==> config.mk <==
export PLATFORM = sky130hd
export DESIGN_NAME = pc_sequencer
export DESIGN_NICKNAME = d
export VERILOG_FILES = /design/src/rtl/pc_sequencer.sv
export SDC_FILE = /design/constraint.sdc
export NUM_CORES = 1
export LEC_CHECK = 0
export ABC_AREA = 1
export CAP_MARGIN = 20
export CORE_MARGIN = 3
export CORE_UTILIZATION = 25
export CTS_BUF_LIST = sky130_fd_sc_hd__clkbuf_8
export DETAILED_ROUTE_END_ITERATION = 10
export PLACE_DENSITY_LB_ADDON = 0.25
export SLEW_MARGIN = 20
export SYNTH_ARGS = -nofsm -noshare
export SYNTH_HDL_FRONTEND = slang
export SYNTH_SLANG_ARGS = --single-unit
export TNS_END_PERCENT = 10
==> constraint.sdc <==
create_clock -name clk_i -period 9.14 [get_ports clk_i]
set_input_delay 0.914 -clock clk_i [delete_from_list [all_inputs] [get_ports clk_i]]
set_output_delay 0.914 -clock clk_i [all_outputs]
set_load 0.1 [all_outputs]
==> src/rtl/pc_sequencer.sv <==
`default_nettype none
// ==== pc_sequencer : next-PC selection (branch/jump/jal/jr/stall) with a return-address stack. Rev 1.0 ====
module pc_sequencer #(
  parameter int              ADDR_W    = 32,
  parameter int              RAS_DEPTH = 4,
  parameter logic [ADDR_W-1:0] RESET_PC = '0
) (
  input  logic                           clk_i,
  input  logic                           rst_i,
  input  logic                           stall_i,
  input  logic                           branch_i,
  input  logic [1:0]                     branch_type_i,
  input  logic                           zero_i,
  input  logic                           neg_i,
  input  logic [ADDR_W-1:0]              imm_i,
  input  logic                           jump_i,
  input  logic                           jal_i,
  input  logic [25:0]                    target26_i,
  input  logic                           jr_i,
  input  logic [ADDR_W-1:0]              jr_target_i,
  output logic [ADDR_W-1:0]              pc_o,
  output logic [ADDR_W-1:0]              pc_plus4_o,
  output logic [ADDR_W-1:0]              link_o,
  output logic                           redirect_o,
  output logic [ADDR_W-1:0]              ras_top_o,
  output logic [$clog2(RAS_DEPTH):0]     ras_count_o,
  output logic                           ras_hit_o,
  output logic [7:0]                     jr_miss_cnt_o,
  output logic                           ras_ovf_o,
  output logic                           ras_unf_o
);

  localparam int PTR_W = $clog2(RAS_DEPTH);
  localparam int CNT_W = PTR_W + 1;
  localparam logic [CNT_W-1:0] DEPTH_CNT = CNT_W'(RAS_DEPTH);

  logic [ADDR_W-1:0] pc;
  logic [ADDR_W-1:0] stack [RAS_DEPTH];
  logic [PTR_W-1:0]  top;
  logic [CNT_W-1:0]  count;
  logic [7:0]        miss_cnt;
  logic              redirect, ovf, unf;

  logic [ADDR_W-1:0] jump_target, branch_target, next_pc, top_entry;
  logic              cond_true, taken, ras_empty, ras_full, hit;
  logic              wr_en, set_ovf, set_unf;
  logic [PTR_W-1:0]  wr_ptr, next_top;
  logic [CNT_W-1:0]  next_count;

  assign pc_plus4_o    = pc + ADDR_W'(4);
  assign link_o        = pc_plus4_o;
  assign branch_target = pc_plus4_o + (imm_i << 2);

  // A 28-bit PC has no upper region bits to carry over into the jump target.
  if (ADDR_W == 28) begin : g_jt_short
    assign jump_target = {target26_i, 2'b00};
  end else begin : g_jt_full
    assign jump_target = {pc_plus4_o[ADDR_W-1:28], target26_i, 2'b00};
  end

  always_comb begin
    cond_true = 1'b0;
    case (branch_type_i)
      2'd0:    cond_true = zero_i;
      2'd1:    cond_true = !zero_i;
      2'd2:    cond_true = neg_i;
      default: cond_true = !neg_i;
    endcase
  end

  assign taken = branch_i & cond_true;

  always_comb begin
    next_pc = pc_plus4_o;
    if (stall_i)               next_pc = pc;
    else if (jr_i)             next_pc = {jr_target_i[ADDR_W-1:2], 2'b00};
    else if (jump_i || jal_i)  next_pc = jump_target;
    else if (taken)            next_pc = branch_target;
  end

  assign ras_empty   = (count == '0);
  assign ras_full    = (count == DEPTH_CNT);
  assign top_entry   = stack[top];
  assign ras_top_o   = ras_empty ? '0 : top_entry;
  assign hit         = jr_i & !stall_i & !ras_empty & (jr_target_i == top_entry);
  assign ras_hit_o   = hit;

  // jal+jr on a non-empty stack is pop-then-push: overwrite the top in place.
  always_comb begin
    wr_en      = 1'b0;
    wr_ptr     = top + PTR_W'(1);
    next_top   = top;
    next_count = count;
    set_ovf    = 1'b0;
    set_unf    = 1'b0;
    if (!stall_i) begin
      if (jal_i && jr_i) begin
        wr_en = 1'b1;
        if (ras_empty) begin
          next_top   = top + PTR_W'(1);
          next_count = CNT_W'(1);
          set_unf    = 1'b1;
        end else begin
          wr_ptr = top;
        end
      end else if (jal_i) begin
        wr_en    = 1'b1;
        next_top = top + PTR_W'(1);
        if (ras_full) set_ovf    = 1'b1;
        else          next_count = count + CNT_W'(1);
      end else if (jr_i) begin
        if (ras_empty) begin
          set_unf = 1'b1;
        end else begin
          next_top   = top - PTR_W'(1);
          next_count = count - CNT_W'(1);
        end
      end
    end
  end

  always_ff @(posedge clk_i) begin
    if (rst_i) begin
      pc       <= RESET_PC;
      redirect <= 1'b0;
      top      <= '0;
      count    <= '0;
      miss_cnt <= '0;
      ovf      <= 1'b0;
      unf      <= 1'b0;
    end else begin
      pc       <= next_pc;
      redirect <= !stall_i & (jr_i | jump_i | jal_i | taken);
      top      <= next_top;
      count    <= next_count;
      ovf      <= ovf | set_ovf;
      unf      <= unf | set_unf;
      if (!stall_i && jr_i && !hit && miss_cnt != 8'hFF)
        miss_cnt <= miss_cnt + 8'd1;
    end
  end

  // Stack storage has no reset; entries are invisible while count is zero.
  always_ff @(posedge clk_i) begin
    if (wr_en && !rst_i)
      stack[wr_ptr] <= link_o;
  end

  assign pc_o          = pc;
  assign redirect_o    = redirect;
  assign ras_count_o   = count;
  assign jr_miss_cnt_o = miss_cnt;
  assign ras_ovf_o     = ovf;
  assign ras_unf_o     = unf;

endmodule
`default_nettype wire
[Word level (Yosys, flattened, before mapping)]
Memories as Yosys holds them, arrays and structs flattened. A register that Yosys moved wholly into a read port is not among the register bits.
Index checks and enable logic that the tools add are counted.
Storage, ports and cells
  output and inout bits: 143
  logic and storage cells: 85
  memory bits (writable): 128
  memories: 1
  register bits after elaboration: 48
  bits of input ports: 101
Memory list
  stack: words 4, width 32, rd ports 1, clocked after memory_dff 1, write ports 1, RTL line 38  | logic [ADDR_W-1:0] stack [RAS_DEPTH];
Operators by class
  bitwise operators: 11
  muxes and demuxes: 34
  $add $sub $neg: 7
  equal/unequal tests: 8
  reductions and logical operators: 17
Operators by type and width (count)
  32-bit 2-to-1 mux: 4
  32-bit by 3-bit adder with 32-bit output (second input constant): 1
  32-bit adder: 1
  32-bit equality test: 1
  2-bit 2-to-1 mux: 9
  3-bit 2-to-1 mux: 6
  1-bit 2-to-1 mux: 14
  8-bit by 1-bit adder with 8-bit output (second input constant): 1
  8-bit != test (second input constant): 1
  1-bit zero test: 6
  3-bit by 2-bit != test with 1-bit output (second input constant): 2
  1-bit bitwise AND: 5
  1-bit logical AND: 5
  1-bit bitwise OR: 5
  5-bit AND reduction: 1
  3-bit by 1-bit adder with 3-bit output (second input constant): 1
  3-bit equality test (second input constant): 1
  3-bit zero test: 1
  1-bit one-hot mux with 3 select lines: 1
  3-bit AND reduction: 1
  3-bit nonzero test: 1
  3-bit by 1-bit subtractor with 3-bit output (second input constant): 1
  2-bit by 1-bit adder with 2-bit output (second input constant): 1
  2-bit by 1-bit equality test with 1-bit output (second input constant): 1
  6 further kinds: 6

[Longest topological paths before layout]
  depth after elaboration: 7
  mapped depth: 22
  gate-level depth less buffers: 22

[Worst setup path after synthesis]
No wires, ideal clock.
  path type: reg-to-reg
  start point: register pc[2] (netlist: pc_o[2])
  end point: register pc[29] (netlist: pc_o[29])
  path buffers: 1
  path slack: 3972 ps
  setup time: 116 ps
  data required time: 9024 ps
  clock period less this slack: 5168 ps
  data arrival time: 5052 ps
  cell stages (with the launch flop): 19
  cells stage by stage: dfxtp_1 ha_1 nand2_1 nor2_1 nand2_1 nor2_1 xor2_1 ha_1 clkbuf_1 a21oi_1 o21ai_0 a21oi_1 nor2_1 nor2_1 nand3_1 nand3_1 nand2_1 nand2_1 nand2_1
Between the ends
  word-level cells in the longest chain between the ends: 5
Ends and longest elaborated chain
  start, declared: RTL line 37  | logic [ADDR_W-1:0] pc;
  start signal, assigned: RTL line 132  | pc <= next_pc;
  32-bit by 3-bit adder with 32-bit output: RTL line 50  | assign pc_plus4_o = pc + ADDR_W'(4);
  named net link_o[18]: RTL line 23  | output logic [ADDR_W-1:0] link_o,
  32-bit adder: RTL line 52  | assign branch_target = pc_plus4_o + (imm_i << 2);
  32-bit 2-to-1 mux: RTL line 78  | else if (taken) next_pc = branch_target;
  32-bit 2-to-1 mux: RTL line 77  | else if (jump_i || jal_i) next_pc = jump_target;
  32-bit 2-to-1 mux: RTL line 76  | else if (jr_i) next_pc = {jr_target_i[ADDR_W-1:2], 2'b00};
The timed path passes the listed nets, and every way through them passes these cells.
A chain may end at the register's enable or synchronous reset.

[Worst setup path in the final report]
  start point: input jr_i
  end point: output ras_hit_o
Between the ends
  word-level cells in the longest chain between the ends: 3
Ends and longest elaborated chain
  start, declared: RTL line 19  | input logic jr_i,
  1-bit bitwise AND (3 in series): RTL line 85  | assign hit = jr_i & !stall_i & !ras_empty & (jr_target_i == top_entry);
  end, declared: RTL line 27  | output logic ras_hit_o,
Every way passes these cells.

==> out/metrics.yaml <==
status: "finished, final reports clean"
clockRootBuffer: "clkbuf_8"
grt_start_max_net_pins: 62
skew_ns: 0.0157
slew-limit-headroom_pct: 25.0
cts.sinks: 168
first_pass_iters: 5
cp-end-kind: "output port"
setup_viol: 0
final_nets: 1845
final.min_clock_period_ns: 5.77
postCtsSetupRepairBufs: 0
async_reset_ff_share_pct: 0
max_freq_mhz: 173
initial_core_util_pct: 25.6
num_vias: 10700
wl_um: 44600
power.density_nw_per_um2: 183
track_usage_pct: 18.5
io_pins: 244
p_leak_nw: 6.05
grt_pass1_wl_um: 64900
ctsResizeCount: 0
drive_above_1_share_pct: 4.66
min_path_type: "reg2reg"
hold_viol_final: 0
vdd_drop_max_v: 0.0000938
slew_viol_final: 0
gr-total-overflow: 0
cts_hold_buf: 0
die_area_um2: 47000
clk_pin_slew_ns: 0.09
htreeDepth: 4
wire_per_inst_um: 19.4
synth_cell_types: 44
antenna_left: 0
yosysMostFrequentCell: "nand2_1"
drc: 0
synthTopCellsByArea: "edfxtp_1, nand2_1, dfxtp_1"
synth_common_cells: "nand2_1, inv_1, nand3_1"
worstSetupStartpointType: "primary input"
avgSynthCellArea_um2: 7.38
place_hpwl_um: 34800
fp.dieW_um: 217
max-clock-path-buffers: 2
rsz0062_at_grt: "false"
vias_per_cell: 4.65
tightest_slew_ns: 1.12
max-cap-violations: 0
num_rows: 76
cp.required_ns: 8.23
arrival_ns: 4.86
die_y_um: 217
grt_pass1_vias: 10300
netlist_area_um2: 11100
syn_inst: 1504
synth_top_area_share_pct: 32.5
clk_latency_ns: 0.47
multi_input_area_um2: 5420
regArea_um2: 4570
synth_warnings: 0
yosys.area.top_type: "edfxtp_1"
gp_congestion: 0.902
setup_tns_ns: 0
fin_util_pct: 32.8
ys_ff_latch: 168
drt_iter0_drc: 835
port-buffer-count: 233
cp_max_fo: 30
syn_to_final_growth_pct: 28.2
period_share_pct: 63.2
fillers: 4681
cts_tree: "built"
yosysSeqAreaShare_pct: 41.1
coreArea_um2: 43500
synth_edf_count: 120
antenna_found_initial: 2
synth-main-ff-cell: "edfxtp_1"
cts_buffers: 17
crit_type: "in2out"
## sequential cells by signal (all words and copies together), names as in the netlist, named ones only
signal         cells
jr_miss_cnt_o      8
ras_count_o        3
pc_o              30
redirect_o         1
ras_ovf_o          1
ras_unf_o          1
stack            120
top                2
## power breakdown
group | switching, mW | internal [mW]
sequential | 0.0273 | 0.852
combinational | 0.897 | 0.276
clock | 0.296 | 0.249
total | 1.22 | 1.38
## per-stage QoR
stage	total power, mW	area [um^2]	instances	setup slack (ns)	hold WS (ns)
2_1_floorplan	1.76	11100	1511	3.97	0.550
3_3_place_gp	2.07	13800	2270	3.29	0.456
3_5_place_dp	2.07	13800	2270	3.30	0.459
4_1_cts	2.62	14200	2302	3.30	0.483
5_1_grt	2.71	14200	2302	3.10	0.520
6_report	2.60	14200	2303	3.37	0.477
## critical path, cell delays in order
cell             delay, ns
clkdlybuf4s50_1       0.45
buf_4                 0.35
inv_1                 0.49
nor2_1                0.49
nand2_1               0.15
nor2_1                0.16
nand2_1               0.08
inv_1                 0.06
nand2_1               0.04
nor2_1                0.10
nand2_1               0.07
nor2_2                0.13
nand2_4               0.14
inv_1                 0.08
clkdlybuf4s50_1       1.13
## path summary, 6_finish.rpt
check        cells past startpoint  startpoint        end  slack [ns]
min                              2   ras_unf_o  ras_unf_o        0.48
min reg2reg                      2   ras_unf_o  ras_unf_o        0.48
max reg2reg                     19     pc_o[2]   pc_o[29]        5.22
max                             15        jr_i  ras_hit_o        3.37
## cell type report
type | instances | area share, %
Multi-Input combinational cell | 1099 | 38.1
Sequential cell | 168 | 32.1
Timing Repair Buffer | 253 | 17.4
Tap cell | 585 | 5.14
Inverter | 165 | 4.40
Clock buffer | 17 | 1.64
Clock inverter | 15 | 1.20
Antenna cell | 1 | 0.0176
## layer usage
layer | vias up | GRT usage, % | part of all wire [%]
met5 | - | 0 | 0
met4 | 0 | 5.47 | 2.6
met3 | 53 | 3.34 | 6.6
met2 | 384 | 30.5 | 46
met1 | 4973 | 24.9 | 45
li1 | 5303 | - | -
## cell families after synthesis
| logic type | Yosys count | synth area share (%) |
|---|---|---|
| AO/OA/AOI/OAI | 178 | 8.69 |
| XOR/XNOR | 37 | 2.92 |
| adder cells (fa/ha/maj) | 40 | 4.64 |
| buffers and inverters | 244 | 10.4 |
| flip-flops | 168 | 41.1 |
| other | 1 | 0.0338 |
| AND/OR/NAND/NOR | 836 | 32.2 |
## placed cells by master (no fill, tap or decap), types with 5 or more instances in the layout
cell and instances:
nand3_2 9, clkbuf_8 17, conb_1 8, buf_4 20, or2_2 5, o21ai_1 5
nor3_1 13, xnor2_1 8, nand4_1 21, o211ai_1 7, xor2_1 29, dfxtp_1 46
nor2_1 111, clkdlybuf4s50_1 233, inv_1 161, nor2_2 7, a31oi_1 5, nand3b_1 13
nand2_1 495, edfxtp_1 120, ha_1 38, a21oi_1 89, o21ai_0 54, nand3_1 151
No activity file was read; power rests on OpenSTA's default activity.
